**config.mk**
```make
export PLATFORM = sky130hd
export DESIGN_NAME = sub_bytes_iter
export DESIGN_NICKNAME = d
export VERILOG_FILES = /design/src/rtl/aes_pkg.sv /design/src/rtl/sub_bytes_iter_sbox.sv /design/src/rtl/sub_bytes_iter.sv
export SDC_FILE = /design/constraint.sdc
export NUM_CORES = 1
export LEC_CHECK = 0
export ABC_AREA = 1
export CAP_MARGIN = 20
export CORE_MARGIN = 2
export CORE_UTILIZATION = 53
export CTS_BUF_LIST = sky130_fd_sc_hd__clkbuf_8
export DETAILED_ROUTE_END_ITERATION = 7
export PLACE_DENSITY = 0.81
export SLEW_MARGIN = 20
export SYNTH_ARGS = -nofsm -noshare
export SYNTH_HDL_FRONTEND = slang
export SYNTH_SLANG_ARGS = --single-unit
```
**constraint.sdc**
```tcl
create_clock -name iClk -period 2.7 [get_ports iClk]
set_input_delay 0.405 -clock iClk [delete_from_list [all_inputs] [get_ports iClk]]
set_output_delay 0.405 -clock iClk [all_outputs]
set_load 0.005 [all_outputs]
```
**src/rtl/aes_pkg.sv**
```systemverilog
// AES shared definitions: block/column widths, FSM state encoding and the
// forward/inverse S-box lookup functions used by sub_bytes_iter.
// Optional feature macro: SUB_BYTES_INV_EN (inverse S-box select in sbox).
package aes_pkg;

  localparam int AES_BLOCK_W = 128;
  localparam int AES_COL_W   = 32;

  typedef enum logic [1:0] {
    ST_IDLE = 2'd0,
    ST_SUB  = 2'd1,
    ST_DONE = 2'd2
  } state_t;

  // Row-major FIPS-197 forward table, entry 0x00 in the top byte.
  localparam logic [2047:0] SBOX_FWD_TBL = {
    128'h637c777bf26b6fc53001672bfed7ab76, 128'hca82c97dfa5947f0add4a2af9ca472c0,
    128'hb7fd9326363ff7cc34a5e5f171d83115, 128'h04c723c31896059a071280e2eb27b275,
    128'h09832c1a1b6e5aa0523bd6b329e32f84, 128'h53d100ed20fcb15b6acbbe394a4c58cf,
    128'hd0efaafb434d338545f9027f503c9fa8, 128'h51a3408f929d38f5bcb6da2110fff3d2,
    128'hcd0c13ec5f974417c4a77e3d645d1973, 128'h60814fdc222a908846eeb814de5e0bdb,
    128'he0323a0a4906245cc2d3ac629195e479, 128'he7c8376d8dd54ea96c56f4ea657aae08,
    128'hba78252e1ca6b4c6e8dd741f4bbd8b8a, 128'h703eb5664803f60e613557b986c11d9e,
    128'he1f8981169d98e949b1e87e9ce5528df, 128'h8ca1890dbfe6426841992d0fb054bb16
  };

  localparam logic [2047:0] SBOX_INV_TBL = {
    128'h52096ad53036a538bf40a39e81f3d7fb, 128'h7ce339829b2fff87348e4344c4dee9cb,
    128'h547b9432a6c2233dee4c950b42fac34e, 128'h082ea16628d924b2765ba2496d8bd125,
    128'h72f8f66486689816d4a45ccc5d65b692, 128'h6c704850fdedb9da5e154657a78d9d84,
    128'h90d8ab008cbcd30af7e45805b8b34506, 128'hd02c1e8fca3f0f02c1afbd0301138a6b,
    128'h3a9111414f67dcea97f2cfcef0b4e673, 128'h96ac7422e7ad3585e2f937e81c75df6e,
    128'h47f11a711d29c5896fb7620eaa18be1b, 128'hfc563e4bc6d279209adbc0fe78cd5af4,
    128'h1fdda8338807c731b11210592780ec5f, 128'h60517fa919b54a0d2de57a9f93c99cef,
    128'ha0e03b4dae2af5b0c8ebbb3c83539961, 128'h172b047eba77d626e169146355210c7d
  };

  function automatic logic [7:0] sbox_fwd(input logic [7:0] x);
    logic [10:0] idx;
    idx = 11'd2047 - {x, 3'b000};
    return SBOX_FWD_TBL[idx -: 8];
  endfunction

  function automatic logic [7:0] sbox_inv(input logic [7:0] x);
    logic [10:0] idx;
    idx = 11'd2047 - {x, 3'b000};
    return SBOX_INV_TBL[idx -: 8];
  endfunction

endpackage

```
**src/rtl/sub_bytes_iter_sbox.sv**
```systemverilog
// Single-byte AES S-box, purely combinational.
// With SUB_BYTES_INV_EN defined, iInv=1 selects the inverse table.
module sbox
  import aes_pkg::*;
(
`ifdef SUB_BYTES_INV_EN
  input  logic       iInv,
`endif
  input  logic [7:0] iByte,
  output logic [7:0] oByte
);

`ifdef SUB_BYTES_INV_EN
  assign oByte = iInv ? sbox_inv(iByte) : sbox_fwd(iByte);
`else
  assign oByte = sbox_fwd(iByte);
`endif

endmodule

```
**src/rtl/sub_bytes_iter.sv**
```systemverilog
// Iterative AES SubBytes: one 32-bit column per cycle through four shared
// S-boxes, valid/ready handshake on both sides, one block per 5 cycles peak.
// Optional feature macro: SUB_BYTES_INV_EN (adds iInv, inverse S-box select).
module sub_bytes_iter
  import aes_pkg::*;
(
  input  logic                   iClk,
  input  logic                   iRst,
  input  logic                   iValid,
  output logic                   oReady,
  input  logic [AES_BLOCK_W-1:0] iData,
  output logic                   oValid,
  input  logic                   iReady,
  output logic [AES_BLOCK_W-1:0] oData,
  output logic                   oBusy
`ifdef SUB_BYTES_INV_EN
  , input logic                  iInv
`endif
);

  state_t                 r_state;
  logic [1:0]             r_cnt;
  logic [AES_BLOCK_W-1:0] r_data;
  logic                   r_valid;
  logic                   r_busy;
`ifdef SUB_BYTES_INV_EN
  logic                   r_inv;
`endif

  logic [AES_COL_W-1:0]   w_col;
  logic [AES_COL_W-1:0]   w_sub;
  logic [AES_BLOCK_W-1:0] w_next;
  logic                   w_accept;

  // Ready is a pure decode of state and downstream ready, forced low in reset.
  assign oReady   = !iRst && ((r_state == ST_IDLE) || ((r_state == ST_DONE) && iReady));
  assign w_accept = iValid && oReady;
  assign oValid   = r_valid;
  assign oBusy    = r_busy;
  assign oData    = r_data;

  // Pick the column addressed by the counter; column 0 is the top word.
  always_comb begin
    w_col = r_data[127:96];
    case (r_cnt)
      2'd0: w_col = r_data[127:96];
      2'd1: w_col = r_data[95:64];
      2'd2: w_col = r_data[63:32];
      2'd3: w_col = r_data[31:0];
      default: w_col = r_data[127:96];
    endcase
  end

  // Four byte lanes shared by all columns.
  for (genvar g = 0; g < 4; g++) begin : g_sbox
    sbox u_sbox (
`ifdef SUB_BYTES_INV_EN
      .iInv  (r_inv),
`endif
      .iByte (w_col[31-8*g -: 8]),
      .oByte (w_sub[31-8*g -: 8])
    );
  end

  // Write the substituted column back into its slot of the state word.
  always_comb begin
    w_next = r_data;
    case (r_cnt)
      2'd0: w_next[127:96] = w_sub;
      2'd1: w_next[95:64]  = w_sub;
      2'd2: w_next[63:32]  = w_sub;
      2'd3: w_next[31:0]   = w_sub;
      default: w_next = r_data;
    endcase
  end

  // Control FSM with registered valid/busy; accept takes priority in IDLE and DONE.
  always_ff @(posedge iClk) begin
    if (iRst) begin
      r_state <= ST_IDLE;
      r_cnt   <= 2'd0;
      r_data  <= '0;
      r_valid <= 1'b0;
      r_busy  <= 1'b0;
`ifdef SUB_BYTES_INV_EN
      r_inv   <= 1'b0;
`endif
    end else if (w_accept) begin
      r_state <= ST_SUB;
      r_cnt   <= 2'd0;
      r_data  <= iData;
      r_valid <= 1'b0;
      r_busy  <= 1'b1;
`ifdef SUB_BYTES_INV_EN
      r_inv   <= iInv;
`endif
    end else begin
      case (r_state)
        ST_SUB: begin
          r_data <= w_next;
          r_cnt  <= r_cnt + 2'd1;
          if (r_cnt == 2'd3) begin
            r_state <= ST_DONE;
            r_valid <= 1'b1;
            r_busy  <= 1'b0;
          end
        end
        ST_DONE: begin
          if (iReady) begin
            r_state <= ST_IDLE;
            r_valid <= 1'b0;
          end
        end
        default: begin
          r_state <= ST_IDLE;
          r_valid <= 1'b0;
          r_busy  <= 1'b0;
        end
      endcase
    end
  end

endmodule

```
==> run metrics, run 1 <==
status=stopped before the end; Failed at=global routing (5_1_grt); Err=[ERROR GRT-0232] Routing congestion too high. Check the congestion heatmap in the GUI.; Rows=69; synthesized area per cell=approximately 5.3 um^2; async set-reset flop share out of synthesis=0; synth cell count leaders=nand3_1, nand2_1, inv_1; Die X-Extent=195 um; Synth Warn #=0; post-synthesis register bit count=about 130; count leader, synth=nand3_1; Num CTS Buffers=17; chip height=195 um; ys flop type=dfxtp_1; top cell type's share of synthesized area=0.347; syn_nets=between 3000 and 4000; Initial Util=0.540; I/O Buffers=around 260; post-synth top area cell=nand3_1; I/O Pins=about 260; root buffer cell=clkbuf_8; Max clock buf depth=2; Post-Synthesis Cells=approximately 3600; H-tree depth=4; Seq/Total Area, Yosys=0.138; GRT Util Overall=0.792; Post-DP HPWL=about 80000 um; hold buffers post-CTS=0; Post-synth EDFFs=0; gr ovfl total=36; pin count of the biggest net entering global routing=between 80 and 90; cell area after synthesis=roughly 19000 um^2; Netlist cell types=40; Final GP Congestion=1.24; # clock sinks=133; Area contributors post-synth=nand3_1, nand2_1, dfxtp_1
## timing repair
item / CTS
resized for setup: 525
setup buffers: 61
setup endpoints to repair: 128
cloned: 11
pin swaps: 136
## metal layers
metal,GRT overflow,track usage
met1,0,0.814
met2,17,0.915
met3,1,0.676
met4,18,0.741
met5,0,0.441
## stage by stage
| stage | instances | setup slack (ns) | instance area, um^2 |
|---|---|---|---|
| 2_1_floorplan | 3641 | 0.00232 | 19400 |
| 3_3_place_gp | 4719 | -0.323 | 26900 |
| 3_5_place_dp | 4719 | -0.411 | 26900 |
| 4_1_cts | 4823 | -0.0994 | 30200 |
## cell families after synthesis
group           count (synthesis)  share of synthesized area
buf+inv                       584                      0.131
fa+ha+maj                      40                     0.0260
simple gates                 2481                      0.589
flops                         133                      0.138
compound gates                403                      0.117
==> inputs of run 2 (changes only) <==
--- a/config.mk
+++ b/config.mk
@@ -8,10 +8,9 @@
 export ABC_AREA = 1
 export CAP_MARGIN = 20
 export CORE_MARGIN = 2
-export CORE_UTILIZATION = 53
-export CTS_BUF_LIST = sky130_fd_sc_hd__clkbuf_8
+export CORE_UTILIZATION = 40
 export DETAILED_ROUTE_END_ITERATION = 7
-export PLACE_DENSITY = 0.81
+export PLACE_DENSITY_LB_ADDON = 0.15
 export SLEW_MARGIN = 20
 export SYNTH_ARGS = -nofsm -noshare
 export SYNTH_HDL_FRONTEND = slang
==> constraint.sdc (replaced) <==
create_clock -name iClk -period 3.5 [get_ports iClk]
set_input_delay 0.525 -clock iClk [delete_from_list [all_inputs] [get_ports iClk]]
set_output_delay 0.525 -clock iClk [all_outputs]
set_load 0.005 [all_outputs]
==> run 2 against run 1 <==
  * The flow now finishes without violations
  * Synthesized area unchanged
  * Synthesized cell count unchanged
==> run metrics, run 2 <==
min Tclk post-route=roughly 3.4 ns; cell area after synthesis=19300 um^2 (unchanged); Netlist cell types=40 (unchanged); Post-Synthesis Cells=3641 (unchanged); synth cell count leaders=nand3_1, nand2_1, inv_1; Slew Limit Fails=0; Clk Latency, worst-skew pair=0.50 ns; cell area after layout=about 25000 um^2; Hold Path Class=register to register; simple-gate area share of the yosys netlist=0.589 (unchanged); Synth Warn #=0 (unchanged); async set-reset flop share out of synthesis=0 (unchanged); syn_nets=3813 (unchanged); Crit. End Element=register; slew at the pin closest to its max-slew limit=around 1.2 ns; I/O Pins=263 (unchanged); Setup WS pre-CTS=0.116 ns (+0.527 ns); Max clock buf depth=2 (unchanged); hold buffers post-CTS=0 (unchanged); post-synthesis register bit count=133 (unchanged); first drt pass iteration count=7; vias in the first global route=26293; commonest non-fill, non-tap cell in the layout=nand3_1; synthesized area per cell=5.29 um^2 (unchanged); WL final=111000 um; final hold vios=0; CP arrival=3.77 ns; Clock Skews=roughly 0.0083 ns; first-pass GRT wire length=roughly 170000 um; filler cell count=5122; Die X-Extent=223 um (+15%); Total Power=17.5 mW; period utilisation layout=0.982; Area Overhead vs Synth=28.2%; # DRC=0; Post-DP HPWL=80800 um (+0.29%); # setup viols final=0; count leader, synth=nand3_1; TritonCTS clock tree=built; via count=between 20000 and 30000; root buffer cell=clkbuf_16; # clock sinks=133 (unchanged); antenna viol nets, final=0; Initial Util=0.404 (-0.136); CP Class=register to register; pin count of the biggest net entering global routing=82; Pleak=around 11 nW; RSZ-0062 raised after global routing=yes; Core Footprint=47600 um^2; chip height=223 um (+15%); Reg clk slew, reported paths=roughly 0.060 ns; share of layout cells above drive strength 1=0.118; I/O Buffers=262 (unchanged); Area contributors post-synth=nand3_1, nand2_1, dfxtp_1; Rows=80 (+16%); Post-synth EDFFs=0 (unchanged); status=finished, final reports clean; initial antenna violation count=10; Final WS setup=around 0.063 ns; Synth Area in Compound Gates=0.117 (unchanged); drt first-iter violations=~4700; Fin Setup TNS=0 ns; slew margin rel.=0.224; adder-cell share of the synthesized area=0.0260 (unchanged); Worst setup SP type=register; xor/xnor share of the synthesized area=0 (unchanged); max_cap viols=0; Worst VDD drop=about 0.45 mV; Nets=approximately 4000; gr ovfl total=0; mux contribution to synthesized area=0 (unchanged); H-tree depth=4 (unchanged); most frequent cells in the layout=nand3_1, nand2_1, inv_1; dpl cell area=23900 um^2 (-11%); Crit Path Max Fanout=10; Fin Hold WS=approximately 0.47 ns; post-synth top area cell=nand3_1; Final GP Congestion=1.07 (-13%); GRT Util Overall=0.435; largest family of logic cells by synthesized area=simple AND/OR/NAND/NOR gates; top cell type's share of synthesized area=0.347 (unchanged); ys flop type=dfxtp_1; PwrDens=708 nW/um^2; Wirelength per Cell=between 20 and 25 um; Num CTS Buffers=17 (unchanged); vias per cell=between 6 and 7; WP data required=3.83 ns; Seq/Total Area, Yosys=0.138 (unchanged); Max Fclk=0.291 GHz; die footprint=49900 um^2; max FFs per register=128
[run 2: cell counts after synthesis]
Identical to the previous run, type by type.
[run 2: final cells by class]
class	count	area, um^2	area share
Inverter	303	1140	0.0461
Clock inverter	9	130	0.00527
Sequential cell	133	2660	0.108
Clock buffer	20	457	0.0185
Multi-Input combinational cell	2924	14400	0.583
Antenna cell	5	12.5	0.000507
Tap cell	615	769	0.0312
Timing Repair Buffer	538	5120	0.207
[run 2: final timing paths]
check | start | endpoint | slack, ns | cells past startpoint
min reg2reg | oBusy | oBusy | 0.47 | 2
max reg2reg | r_cnt[0] | oData[104] | 0.06 | 11
max | r_cnt[0] | oData[104] | 0.06 | 11
min | oBusy | oBusy | 0.47 | 2
[run 2: report_power, final]
group          internal, mW  switching [mW]
sequential             1.70           0.191
combinational          4.59            9.09
clock                  1.14           0.788
[run 2: cells by family after synthesis]
kind of cell    Yosys count
simple gates           2481
buf+inv                 584
compound gates          403
flops                   133
fa+ha+maj                40
[run 2: layer usage]
metal / share of wire / vias to the layer above / GRT usage
li1: - / 12854 / -
met1: 0.38 / 12801 / 0.559
met2: 0.42 / 2286 / 0.650
met3: 0.13 / 493 / 0.116
met4: 0.068 / 8 / 0.264
met5: 0.00053 / - / 0
[run 2: critical path, stage by stage, from the launching register on]
cell	delay, ns
dfxtp_1	0.40
inv_1	0.10
ha_2	0.22
buf_4	0.21
inv_1	0.37
o21ai_0	0.22
o22ai_4	0.44
clkinv_1	0.57
nand3_1	0.36
nand2_1	0.18
nand3_1	0.10
a21oi_1	0.07
[run 2: per-stage QoR]
| step | util | instances |
|---|---|---|
| after floorplan | - | 3641 |
| after global placement | 0.501 | 4511 |
| after detailed placement | 0.501 | 4511 |
| after CTS | 0.513 | 4540 |
| after global routing | 0.518 | 4547 |
| final | 0.518 | 4547 |
[run 2: repair_timing]
| item | 4_1_cts | 5_1_grt |
|---|---|---|
| hold endpoints to repair | 0 | 0 |
| buffers inserted | 0 | 2 |
| endpoints found under the setup margin | 0 | 115 |
| resized for setup | 0 | 55 |
Power figures use the tool's default switching activity.
